===== src/rtl/conv_tap_mac.sv =====
// conv_tap_mac: takes the KSIZE-tap pixel window from the pixel queue, multiplies
// each tap by a stored signed weight, sums one tap per cycle and hands
// the dot product to the next conv stage over a valid/ready handshake.
//
// Ports
//   clk, rst_n      clock, asynchronous active-low reset
//   clear           synchronous abort back to IDLE (weights are kept)
//   work            allows a new window to be accepted in IDLE
//   hold            freezes acceptance and MAC progress (does not affect OUT)
//   win_data        flattened window, tap i = win_data[i*DATA_W +: DATA_W], unsigned
//   win_valid       window available (queue full)
//   win_take        high in the cycle whose closing edge latches the window
//   w_we/w_addr/w_data  serial weight write port, honoured only in IDLE
//   res_data        signed dot product, stable while res_valid is high
//   res_valid       result valid (state OUT)
//   res_ready       downstream accept
//   busy            high in MAC or OUT
//
// state | meaning
// ------+-----------------------------------------------------------
// IDLE  | waiting for a window; weight writes allowed
// MAC   | one tap multiplied and accumulated per non-held cycle
// OUT   | result presented until res_ready
module conv_tap_mac #(
    parameter int KSIZE  = 5,
    parameter int DATA_W = 8,
    parameter int ACC_W  = 20
) (
    input  logic                      clk,
    input  logic                      rst_n,
    input  logic                      clear,
    input  logic                      work,
    input  logic                      hold,
    input  logic [KSIZE*DATA_W-1:0]   win_data,
    input  logic                      win_valid,
    output logic                      win_take,
    input  logic                      w_we,
    input  logic [$clog2(KSIZE)-1:0]  w_addr,
    input  logic [DATA_W-1:0]         w_data,
    output logic [ACC_W-1:0]          res_data,
    output logic                      res_valid,
    input  logic                      res_ready,
    output logic                      busy
);

    localparam int AW   = $clog2(KSIZE);
    localparam int PW   = 2 * DATA_W + 1;
    localparam logic [AW-1:0] LAST = AW'(KSIZE - 1);

    typedef enum logic [1:0] {
        IDLE = 2'd0,
        MAC  = 2'd1,
        OUT  = 2'd2
    } state_t;

    state_t                    state, state_nxt;
    logic                      take;
    logic signed [ACC_W-1:0]   acc;
    logic [AW-1:0]             idx;
    logic [DATA_W-1:0]         win_q [KSIZE];
    logic signed [DATA_W-1:0]  w_mem [KSIZE];

    logic signed [DATA_W:0]    pix_s;
    logic signed [DATA_W-1:0]  w_s;
    logic signed [PW-1:0]      prod;
    logic signed [ACC_W-1:0]   prod_ext;
    logic                      w_ok;

    // Pixel is zero-extended by one bit so the multiply is fully signed.
    assign pix_s    = {1'b0, win_q[idx]};
    assign w_s      = w_mem[idx];
    assign prod     = PW'(pix_s) * PW'(w_s);
    assign prod_ext = ACC_W'(prod);
    assign w_ok     = ({1'b0, w_addr} < (AW+1)'(KSIZE));

    always_ff @(posedge clk or negedge rst_n) begin
        if (!rst_n) begin
            state <= IDLE;
        end else begin
            state <= state_nxt;
        end
    end

    always_comb begin
        state_nxt = state;
        take      = 1'b0;
        case (state)
            IDLE: begin
                if (work && win_valid && !hold) begin
                    take      = 1'b1;
                    state_nxt = MAC;
                end
            end
            MAC: begin
                if (!hold && idx == LAST) begin
                    state_nxt = OUT;
                end
            end
            OUT: begin
                if (res_ready) begin
                    state_nxt = IDLE;
                end
            end
            default: state_nxt = IDLE;
        endcase
        if (clear) begin
            state_nxt = IDLE;
            take      = 1'b0;
        end
    end

    always_ff @(posedge clk or negedge rst_n) begin
        if (!rst_n) begin
            acc <= '0;
            idx <= '0;
            for (int i = 0; i < KSIZE; i++) begin
                win_q[i] <= '0;
                w_mem[i] <= '0;
            end
        end else if (clear) begin
            acc <= '0;
            idx <= '0;
        end else begin
            if (take) begin
                acc <= '0;
                idx <= '0;
                for (int i = 0; i < KSIZE; i++) begin
                    win_q[i] <= win_data[i*DATA_W +: DATA_W];
                end
            end
            if (state == MAC && !hold) begin
                acc <= acc + prod_ext;
                idx <= idx + 1'b1;
            end
            // A write in the accept cycle lands before the first MAC cycle.
            if (state == IDLE && w_we && w_ok) begin
                w_mem[w_addr] <= w_data;
            end
        end
    end

    assign win_take  = take;
    assign res_data  = acc;
    assign res_valid = (state == OUT);
    assign busy      = (state != IDLE);

endmodule


===== config.mk =====
export PLATFORM = sky130hd
export DESIGN_NAME = conv_tap_mac
export DESIGN_NICKNAME = d
export VERILOG_FILES = /design/src/rtl/conv_tap_mac.sv
export SDC_FILE = /design/constraint.sdc
export NUM_CORES = 1
export LEC_CHECK = 0
export CORE_MARGIN = 2
export CORE_UTILIZATION = 62
export DETAILED_ROUTE_END_ITERATION = 12
export PLACE_DENSITY = 0.84
export SYNTH_ARGS = -nofsm -noshare
export SYNTH_HDL_FRONTEND = slang
export SYNTH_SLANG_ARGS = --single-unit

===== constraint.sdc =====
create_clock -name clk -period 8.9 [get_ports clk]
set_input_delay 1.78 -clock clk [delete_from_list [all_inputs] [get_ports clk]]
set_output_delay 1.78 -clock clk [all_outputs]
set_load 0.01 [all_outputs]

* Word level (Yosys, flattened, before mapping)
Index checks and enable logic that the tools add are counted.
** Word-level totals
- Flip-flop bits (word level) :: 105
- Input port bits :: 59
- Output and inout port bits :: 23
- Logic and storage cells :: 66
** Operators by class
- Add/subtract/negate cells :: 2
- Multiply operators :: 1
- Order comparisons :: 4
- Equality and inequality tests :: 6
- Mux-type cells :: 23
- Bitwise gates (word level) :: 3
- Reduce and logical (&&, ||, !) cells :: 14
** Operator list (number)
- 20-bit two-way mux :: 3
- 8-bit binary-select mux with 3-bit select :: 2
- 40-bit bitwise mux :: 1
- 8-bit two-way mux :: 5
- 8-bit demux with 3-bit select :: 1
- 20-bit by 17-bit adder with 20-bit output :: 1
- 9-bit by 8-bit multiplier with 17-bit output :: 1
- 3-bit two-way mux :: 3
- 4-bit greater-or-equal comparator (second input constant) :: 2
- 2-bit two-way mux :: 4
- 3-bit NOT with 4-bit output :: 2
- 1-bit logical AND :: 7
- 3-bit inequality test (second input constant) :: 2
- 2-bit case mux with 3 select lines :: 1
- 4-bit by 1-bit < comparator with 1-bit output (second input constant) :: 1
- 2-bit AND reduction :: 2
- 3-bit by 1-bit adder with 3-bit output (second input constant) :: 1
- 3-bit equality test (second input constant) :: 1
- 3-bit < comparator (second input constant) :: 1
- 1-bit two-way mux :: 3
- 3-bit by 2-bit inequality test with 1-bit output (second input constant) :: 1
- 3-bit AND reduction :: 1
- 3-bit nonzero test :: 1
- 2-bit by 1-bit equality test with 1-bit output (second input constant) :: 1
- other kinds (5) :: 5

* Depth between registers and ports, before layout
Gate-level depths: netlist of the first run.
- Depth after elaboration :: 8
- Gate-level depth with buffers :: 23
- Gate-level depth less buffers :: 22

* Worst setup path before layout of the first run
OpenSTA, ideal clock, no wires.
- Kind :: reg-to-reg
- Start point :: reg idx[0]
- End point :: reg acc[14], in the netlist res_data[14]
- Library setup time :: 0.122 ns
- Arrival :: 5.764 ns
- Required time :: 8.778 ns
- Path slack :: 3.014 ns
- Cell stages (with the launch flop) :: 18
- Buffers on the path :: 1
- Period minus slack after synthesis :: 5.886 ns
- Cells stage by stage :: dfrtp_1 > buf_2 > mux4_1 > a22oi_1 > nand2_1 > fa_1 > fa_1 > inv_1 > fa_1 > fa_1 > fa_1 > ha_1 > o21a_1 > o21ai_2 > a21oi_1 > and3_4 > or4_1 > a32o_1
** On the way
- Cells in the longest elaborated chain, start to end :: 8
- Elaborated cells between the ends (all ways) :: 11
- Classes of those cells :: 1 x add/sub; 1 x mul; 8 x mux; 1 x bitwise
** RTL lines
- start: declaration :: RTL line 59 : logic [AW-1:0] idx;
- start signal: assignment :: RTL line 133 : idx <= idx + 1'b1;
- 3-bit NOT with 4-bit output (implied by the code) * :: RTL line 70, 71
- 8-bit binary-select mux with 3-bit select (on tied branches) :: RTL line 70, 71
- 8-bit two-way mux (on tied branches) (2 in series) :: RTL line 70, 71
- 9-bit by 8-bit multiplier with 17-bit output * :: RTL line 72 : assign prod = PW'(pix_s) * PW'(w_s);
- 20-bit by 17-bit adder with 20-bit output * :: RTL line 132 : acc <= acc + prod_ext;
- 20-bit two-way mux * :: RTL line 131 : if (state == MAC && !hold) begin
- 20-bit two-way mux * :: RTL line 120 : end else if (clear) begin
- end signal: assignment :: RTL line 132
- end: declaration :: RTL line 58 : logic signed [ACC_W-1:0] acc;
Every way passes the cells marked *; elsewhere a longest branch is shown, timed or not. The select of a mux whose other input is x is not followed.
A chain may end at the register's enable or synchronous reset.

* Final worst setup path of the first run
Same ends and word-level chain as after synthesis.

==> Flow_metrics.wiki, run 1 <==
{| class="wikitable"
! Metric !! Value
|-
| Status || complete, no violations
|-
| Wirelength per Cell || 19.3 µm
|-
| DPL Wire Length || 12700 µm
|-
| Cell with the most instances on the worst path || sky130_fd_sc_hd__fa_1
|-
| Tcrit/Tclk final || 77.5%
|-
| Vertical extent of the die || 114 µm
|-
| Placement Cell Area || 8410 µm²
|-
| Maximum number of pins on one net before global-route repair || 55
|-
| ANT nets after route || 0
|-
| Arr. time, crit path || 7.16 ns
|-
| Synth Area in Adders || 24.1%
|-
| Antenna Cells || 0
|-
| Clock Sink Count || 105
|-
| Highest cell delay on the worst timing path || 0.99 ns
|-
| Reg-to-Reg End || res_data[14]
|-
| Total of flip-flops plus latches after synthesis || 105
|-
| Number of max-slew violations in the final report || 0
|-
| DRT iter0 DRCs || 279
|-
| Number of filler cells placed in the layout || 786
|-
| Worst path required time || 9.16 ns
|-
| Number of distinct library cell variants in the gate-level netlist after synthesis || 51
|-
| Crit Path Max Fanout || 16
|-
| Floorplan die area || 12900 µm²
|-
| Startpoint types || flop
|-
| Share of synthesized cell area in and, or, nand and nor gates || 9.88%
|-
| Drt first pass iters || 5
|-
| Sequential power share || 22.9%
|-
| Clock tree from TritonCTS || done
|-
| Die Width || 114 µm
|-
| Worst min-delay path category || reg -> reg
|-
| Element type at the critical path end || flop
|-
| NumNets Final || 892
|-
| Number of buffers inserted to repair setup after CTS || 0
|-
| Routability Congestion || 0.886
|-
| Starting density of the core || 62.8%
|-
| Post-Synthesis Cell Area || 7450 µm²
|-
| Summed area of non-filler cells in the final layout || 8750 µm²
|-
| Residual DRC || 0
|-
| Utilization after layout || 73.8%
|-
| Dominant combinational cell family by area after synthesis || adder cells
|-
| Endpoint of the most critical setup path || res_data[14]
|-
| I/O pin count || 82
|-
| Async S/R FF share, synth || 100%
|-
| Area fraction of the dominant cell type after synthesis || 35.3%
|-
| Synth warnings || 0
|-
| Fraction of the mapped netlist area in compound gates || 6.80%
|-
| Via count of the first global-routing pass || 5432
|-
| Most frequent cells after synthesis || 105 x sky130_fd_sc_hd__dfrtp_1, 78 x sky130_fd_sc_hd__mux2_2, 76 x sky130_fd_sc_hd__inv_1
|-
| Kind of critical path || reg -> reg
|-
| Number of vias after detailed routing || 5222
|-
| Floorplan Core Area || 11900 µm²
|-
| Biggest area consumer among synthesized cells || sky130_fd_sc_hd__dfrtp_1
|-
| P per Cell Area || 320 nW/µm²
|-
| Sum of negative setup slack || 0 ns
|-
| Total gr overflow || 0
|-
| Internal Dissipation || 1610 µW
|-
| Cell with the biggest individual delay on the critical path || sky130_fd_sc_hd__dfrtp_1
|-
| Busiest layer in global routing || met2
|-
| Wire length after detailed routing || 16900 µm
|-
| M2 GR Usage || 47.1%
|-
| Global-route total usage across every layer || 27.9%
|-
| Leak Pwr || 0.00410 µW
|-
| Max-capacitance violation count || 0
|-
| Hold Fails Final Rpt || 0
|-
| Slew of the pin with the lowest slew margin || 1.02 ns
|-
| Synthesized area per cell || 11.7 µm²
|-
| XOR/XNOR share of the synthesized area || 1.76%
|-
| Fmax || 145 MHz
|-
| Slew HR || 32.1%
|-
| Final critical delay including setup and external delays || 6.89 ns
|-
| Startpoint of the most critical register-to-register path || idx[0]
|-
| H-tree lvl count || 3
|-
| Fraction of the yosys area taken by sequential cells || 35.3%
|-
| Post-detailed-route via-to-cell ratio || 5.99
|-
| Top flip-flop cell by instance count after synthesis || sky130_fd_sc_hd__dfrtp_1
|-
| Clock latency on the worst-skew pair || 0.37 ns
|-
| Met1 Use GR || 37.1%
|-
| Fraction of final layout cells with drive strength greater than 1 || 17.7%
|-
| CTS Root Buffer Type || sky130_fd_sc_hd__clkbuf_16
|-
| Clock Power Share || 16.7%
|-
| Setup repair after global routing missed its margin || false
|-
| Antenna violations before repair || 0
|-
| Clock tree buffer depth || 2
|-
| Total setup violations reported at the end of the flow || 0
|-
| Final worst hold slack || 0.508 ns
|-
| Post-CTS Hold Buffers || 0
|-
| R2r setup slk || 2.01 ns
|-
| Fin Clk Skew || 0.0121 ns
|-
| Net Sw Power || 1200 µW
|-
| Worst-case reg-to-reg path depth || 18
|-
| Top post-synthesis cells by area || sky130_fd_sc_hd__dfrtp_1 35%, sky130_fd_sc_hd__fa_1 14%, sky130_fd_sc_hd__mux2_2 12%
|-
| Share of total power in combinational logic || 60.4%
|-
| Layout overhead on the synthesized area || 17.5%
|-
| Most used standard cell by instance count after synthesis || sky130_fd_sc_hd__dfrtp_1
|-
| Worst supply voltage drop on vdd || 0.275 mV
|-
| Post-synthesis mux area share || 17.2%
|-
| Core Rows || 40
|-
| Switching Share || 42.7%
|-
| PostCTS Resize Cnt || 0
|-
| Clock transition at the registers of the reported paths || 0.08 ns
|-
| Port bufs || 81
|-
| Count of flip-flops with a built-in enable after synthesis || 0
|-
| Number of clock buffers inserted by TritonCTS || 9
|-
| Post-Syn Instances || 639
|-
| Synth Net Count || 811
|-
| Met3 usage in global routing || 5.21%
|-
| Global-route wire length before repair || 27500 µm
|-
| First element of the critical path || idx[0]
|-
| Cell-by-cell trace of the critical path || buf_4 -> mux4_2 -> a22oi_1 -> nor2_1 -> fa_1 -> inv_1 -> fa_1 -> inv_1 -> fa_1 -> fa_1 -> fa_1 -> ha_1 -> o21a_1 -> o21ai_2 -> a21oi_1 -> and3_4 -> or4_1 -> a32o_1
|}
worst min-delay path by stage:
stage               from        end  depth (start not counted)
2_1_floorplan  win_q[24]  win_q[24]                          1
3_3_place_gp   win_q[28]  win_q[28]                          1
3_5_place_dp   win_q[24]  win_q[24]                          1
4_1_cts        w_mem[22]  w_mem[22]                          1
5_1_grt         w_mem[0]   w_mem[0]                          1
6_report       w_mem[22]  w_mem[22]                          1
logic make-up (layout without fill, tap and decap cells):
kind of cell,after synthesis,in the layout
simple gates,136,136
mux,99,99
buf+inv,93,179
xor+xnor,15,15
fa+ha+maj,113,113
compound gates,78,78
flops,105,105
stage by stage:
step           power (µW)  instances  worst slack [ns]
3_5_place_dp         2310        856              2.07
6_report             2800        872              2.01
5_1_grt              3040        872              1.55
2_1_floorplan        1910        639              3.01
3_3_place_gp         2210        856              2.19
4_1_cts              2810        872              1.97
flip-flops by register name (all words and copies together), names as in the netlist:
name      count
idx           3
res_data     20
state         2
w_mem        40
win_q        40
cells in the final DEF (no fill, tap or decap), types with 16 or more instances in the layout:
master                            instances
sky130_fd_sc_hd__nor2_1                  41
sky130_fd_sc_hd__ha_1                    62
sky130_fd_sc_hd__a21oi_1                 16
sky130_fd_sc_hd__mux2_2                  78
sky130_fd_sc_hd__o21ai_0                 23
sky130_fd_sc_hd__inv_1                   76
sky130_fd_sc_hd__fa_1                    51
sky130_fd_sc_hd__clkdlybuf4s50_1         80
sky130_fd_sc_hd__nand2_1                 30
sky130_fd_sc_hd__dfrtp_1                105
power by group through the flow:
stage	Clock, µW	Sequential (µW)	Combinational [µW]
CTS	468	640	1700
global placement	0	638	1570
finish	467	641	1690
detailed placement	0	646	1670
floorplan	0	626	1280
global route	489	651	1900
per-layer routing:
| layer | routed length, µm | share of wire [%] | vias to the layer above |
|---|---|---|---|
| met1 | 6960 | 41 | 2663 |
| met5 | 0 | 0 | - |
| met4 | 376 | 2.2 | 0 |
| met2 | 8520 | 51 | 183 |
| li1 | - | - | 2345 |
| met3 | 1000 | 5.9 | 31 |
cell type report:
cell class / instances / area (µm²) / area share, %
tap: 147 / 184 / 2.10
inverter: 77 / 289 / 3.30
sequential: 105 / 2630 / 30.0
timing repair buffer: 86 / 846 / 9.67
clock inverter: 7 / 116 / 1.33
multi-input combinational: 441 / 4460 / 51.0
clock buffer: 9 / 225 / 2.57
worst max-delay path: cells and delay by family, from the launching register on:
kind	cells	cell delay, ns
fa+ha+maj	6	2.88
simple gates	3	0.73
compound gates	5	1.27
mux	1	0.51
buf+inv	3	0.42
flops	1	0.99
(Power assumes the default switching activity.)
==> run 2, diff against run 1 <==
--- a/config.mk
+++ b/config.mk
@@ -6,9 +6,9 @@
 export NUM_CORES = 1
 export LEC_CHECK = 0
 export CORE_MARGIN = 2
-export CORE_UTILIZATION = 62
+export CORE_UTILIZATION = 58
 export DETAILED_ROUTE_END_ITERATION = 12
-export PLACE_DENSITY = 0.84
+export PLACE_DENSITY = 0.79
 export SYNTH_ARGS = -nofsm -noshare
 export SYNTH_HDL_FRONTEND = slang
 export SYNTH_SLANG_ARGS = --single-unit
==> constraint.sdc (replaced) <==
create_clock -name clk -period 7.2 [get_ports clk]
set_input_delay 1.44 -clock clk [delete_from_list [all_inputs] [get_ports clk]]
set_output_delay 1.44 -clock clk [all_outputs]
set_load 0.01 [all_outputs]
==> Flow_metrics.wiki, run 2 (synthesized netlist as in run 1, its figures left out) <==
{| class="wikitable"
! Metric !! Value
|-
| Post-detailed-route via-to-cell ratio || 5.64 (-5.8%)
|-
| Net Sw Power || 1460 µW (+22%)
|-
| PostCTS Resize Cnt || 0 (unchanged)
|-
| Layout overhead on the synthesized area || 18.7%
|-
| Sum of negative setup slack || 0 ns (unchanged)
|-
| Reg-to-Reg End || res_data[19]
|-
| Hold Fails Final Rpt || 0 (unchanged)
|-
| Tcrit/Tclk final || 91.6% (+14 points)
|-
| Total setup violations reported at the end of the flow || 0 (unchanged)
|-
| Highest metal layer used by the detailed router || met4
|-
| Clock latency on the worst-skew pair || 0.36 ns (about the same)
|-
| Arr. time, crit path || 6.81 ns (-0.35 ns)
|-
| Drt first pass iters || 5 (unchanged)
|-
| Worst supply voltage drop on vdd || 0.293 mV (+6.6%)
|-
| Global-route total usage across every layer || 25.3% (-2.7 points)
|-
| Slew of the pin with the lowest slew margin || 0.875 ns (-0.143 ns)
|-
| I/O pin count || 82 (unchanged)
|-
| Sequential power share || 23.3% (+0.4 points)
|-
| Launch instance of the worst min-delay path || win_q[14]
|-
| Total gr overflow || 0 (unchanged)
|-
| Final worst hold slack || 0.509 ns (+0.00111 ns)
|-
| Max-capacitance violation count || 0 (unchanged)
|-
| Worst-case reg-to-reg path depth || 19 (+1)
|-
| DPL Wire Length || 12500 µm (-1.1%)
|-
| Routability Congestion || 0.897 (+1.3%)
|-
| Number of buffers inserted to repair setup after CTS || 0 (unchanged)
|-
| DRT iter0 DRCs || 242 (-13%)
|-
| Worst-case hold path end point || win_q[14]
|-
| ANT nets after route || 0 (unchanged)
|-
| Port bufs || 81 (unchanged)
|-
| Element type at the critical path end || flop
|-
| Number of vias after detailed routing || 5134 (-1.7%)
|-
| Floorplan Core Area || 12600 µm² (+6.0%)
|-
| Worst Hold Depth || 1 (unchanged)
|-
| Crit Path Max Fanout || 12 (-4)
|-
| Clock Sink Count || 105 (unchanged)
|-
| Commonest non-fill, non-tap cells in the layout || 105 x sky130_fd_sc_hd__dfrtp_1, 80 x sky130_fd_sc_hd__clkdlybuf4s50_1, 78 x sky130_fd_sc_hd__mux2_2
|-
| Met1 wire length || 7330 µm (+5.2%)
|-
| Startpoint types || flop
|-
| # placed instances || 894 (+4.4%)
|-
| Clock Power Share || 15.0% (-1.7 points)
|-
| Internal Dissipation || 1930 µW (+20%)
|-
| Maximum number of pins on one net before global-route repair || 54 (-1.8%)
|-
| Antenna Cells || 0 (unchanged)
|-
| Leak Pwr || 0.00414 µW (+1.1%)
|-
| Met3 WL || 679 µm (-32%)
|-
| Switching Share || 43.0% (+0.30 points)
|-
| Vertical extent of the die || 117 µm (+3.3%)
|-
| Starting density of the core || 59.3% (-3.5 points)
|-
| Number of standard cells in the final layout excluding fillers || 910 (+4.4%)
|-
| Die Width || 117 µm (+3.3%)
|-
| Wire length after detailed routing || 16600 µm (-1.8%)
|-
| Kind of critical path || reg -> reg
|-
| Highest cell delay on the worst timing path || 0.68 ns (-0.31 ns)
|-
| Slew HR || 41.7% (+9.6 points)
|-
| Cell with the most instances on the worst path || sky130_fd_sc_hd__fa_1
|-
| Number of max-slew violations in the final report || 0 (unchanged)
|-
| Antenna violations before repair || 0 (unchanged)
|-
| Clock tree from TritonCTS || done
|-
| Fmax || 152 MHz (+4.5%)
|-
| Final critical delay including setup and external delays || 6.60 ns (-0.298 ns)
|-
| Total area of multi-input combinational cells || 4460 µm² (unchanged)
|-
| Worst min-delay path category || reg -> reg
|-
| Cell with the biggest individual delay on the critical path || sky130_fd_sc_hd__a22oi_1
|-
| CTS Root Buffer Type || sky130_fd_sc_hd__clkbuf_16
|-
| Floorplan die area || 13800 µm² (+6.6%)
|-
| Fraction of final layout cells with drive strength greater than 1 || 19.1% (+1.5 points)
|-
| Residual DRC || 0 (unchanged)
|-
| Status || complete, no violations
|-
| Share of total power in combinational logic || 61.7% (+1.3 points)
|-
| Startpoint of the most critical register-to-register path || idx[1]
|-
| R2r setup slk || 0.60 ns (-1.40 ns)
|-
| Setup repair after global routing missed its margin || false
|-
| Number of filler cells placed in the layout || 903 (+15%)
|-
| Worst path required time || 7.41 ns (-1.75 ns)
|-
| Post-CTS Hold Buffers || 0 (unchanged)
|-
| Sequential cell area || 2630 µm² (unchanged)
|-
| Number of clock buffers inserted by TritonCTS || 9 (unchanged)
|-
| Clock transition at the registers of the reported paths || 0.08 ns (about the same)
|-
| NumNets Final || 905 (+1.5%)
|-
| Global-route wire length before repair || 27700 µm (+0.57%)
|-
| Clock tree buffer depth || 2 (unchanged)
|-
| Met2 WL || 8390 µm (-1.5%)
|-
| P per Cell Area || 383 nW/µm² (+20%)
|-
| H-tree lvl count || 3 (unchanged)
|-
| Cell-by-cell trace of the critical path || buf_4 -> mux4_2 -> a22oi_1 -> nor2_1 -> fa_1 -> inv_1 -> fa_1 -> inv_1 -> fa_1 -> fa_1 -> fa_1 -> ha_1 -> o21ai_0 -> o21bai_1 -> a21oi_1 -> o21ai_0 -> o21ai_0 -> xnor2_1 -> o21ai_0
|-
| Fin Clk Skew || 0.00870 ns (-0.00344 ns)
|-
| Via count of the first global-routing pass || 5548 (+2.1%)
|-
| Wirelength per Cell || 18.2 µm (-5.9%)
|-
| Core Rows || 41 (+2.5%)
|-
| Most common cell after layout, fill and taps aside || sky130_fd_sc_hd__dfrtp_1
|}
run 2: cell count changes in the layout (fill, tap and decap cells not counted):
| cell | previous run | this run |
|---|---|---|
| sky130_fd_sc_hd__clkinv_8 | 0 | 1 |
| sky130_fd_sc_hd__clkbuf_8 | 0 | 1 |
| sky130_fd_sc_hd__buf_4 | 6 | 19 |
| sky130_fd_sc_hd__clkinv_4 | 0 | 1 |
| sky130_fd_sc_hd__bufinv_16 | 2 | 0 |
| sky130_fd_sc_hd__inv_12 | 1 | 0 |
run 2: worst max-delay path, delay by kind of cell (launching register included):
kind                       cells  cell delay (ns)
muxes                          1             0.34
DFF                            1             0.66
buffers and inverters          3             0.42
xor gates and xnor gates       1             0.15
and+or+nand+nor                1             0.16
AOI/OAI and AO/OA              7             1.89
adders and majority gates      6             2.83
run 2: per-layer routing:
layer  vias to the layer above  GRT usage, %
li1                       2371             -
met1                      2611          33.7
met2                       136          44.3
met3                        16          4.04
met4                         0          4.67
met5                         -             0
run 2: how the worst max path moves through the flow:
stage / from / to / slack (ns) / cells past startpoint
finish: idx[1] / res_data[19] / 0.60 / 19
global route: idx[1] / res_data[19] / 0.25 / 19
CTS: idx[1] / res_data[19] / 0.67 / 19
detailed placement: idx[0] / res_data[19] / 0.70 / 19
global placement: idx[0] / res_data[19] / 0.83 / 19
floorplan: idx[0] / res_data[14] / 1.31 / 17
run 2: cell type report:
| cell class | count | share of cell area (%) |
|---|---|---|
| multi-input cells | 441 | 50.5 |
| flip-flops and latches | 105 | 29.7 |
| repair buffers | 99 | 10.7 |
| inverters | 77 | 3.27 |
| clock buffers | 10 | 2.70 |
| well taps | 172 | 2.43 |
| clock inverters | 6 | 0.736 |
run 2: power groups by stage:
stage / registers [µW] / clock network (µW) / logic, µW
6_report: 788 / 509 / 2090
5_1_grt: 802 / 544 / 2360
4_1_cts: 787 / 516 / 2100
3_5_place_dp: 794 / 0 / 2070
3_3_place_gp: 786 / 0 / 1990
2_1_floorplan: 774 / 0 / 1590
run 2: through the flow:
step	cell area [µm²]	util (%)	setup slack, ns	power, µW
after floorplan	7450	-	1.31	2360
after global placement	8540	67.9	0.831	2780
after detailed placement	8540	67.9	0.703	2870
after CTS	8840	70.3	0.670	3400
after global routing	8840	70.3	0.245	3700
final	8840	70.3	0.604	3380
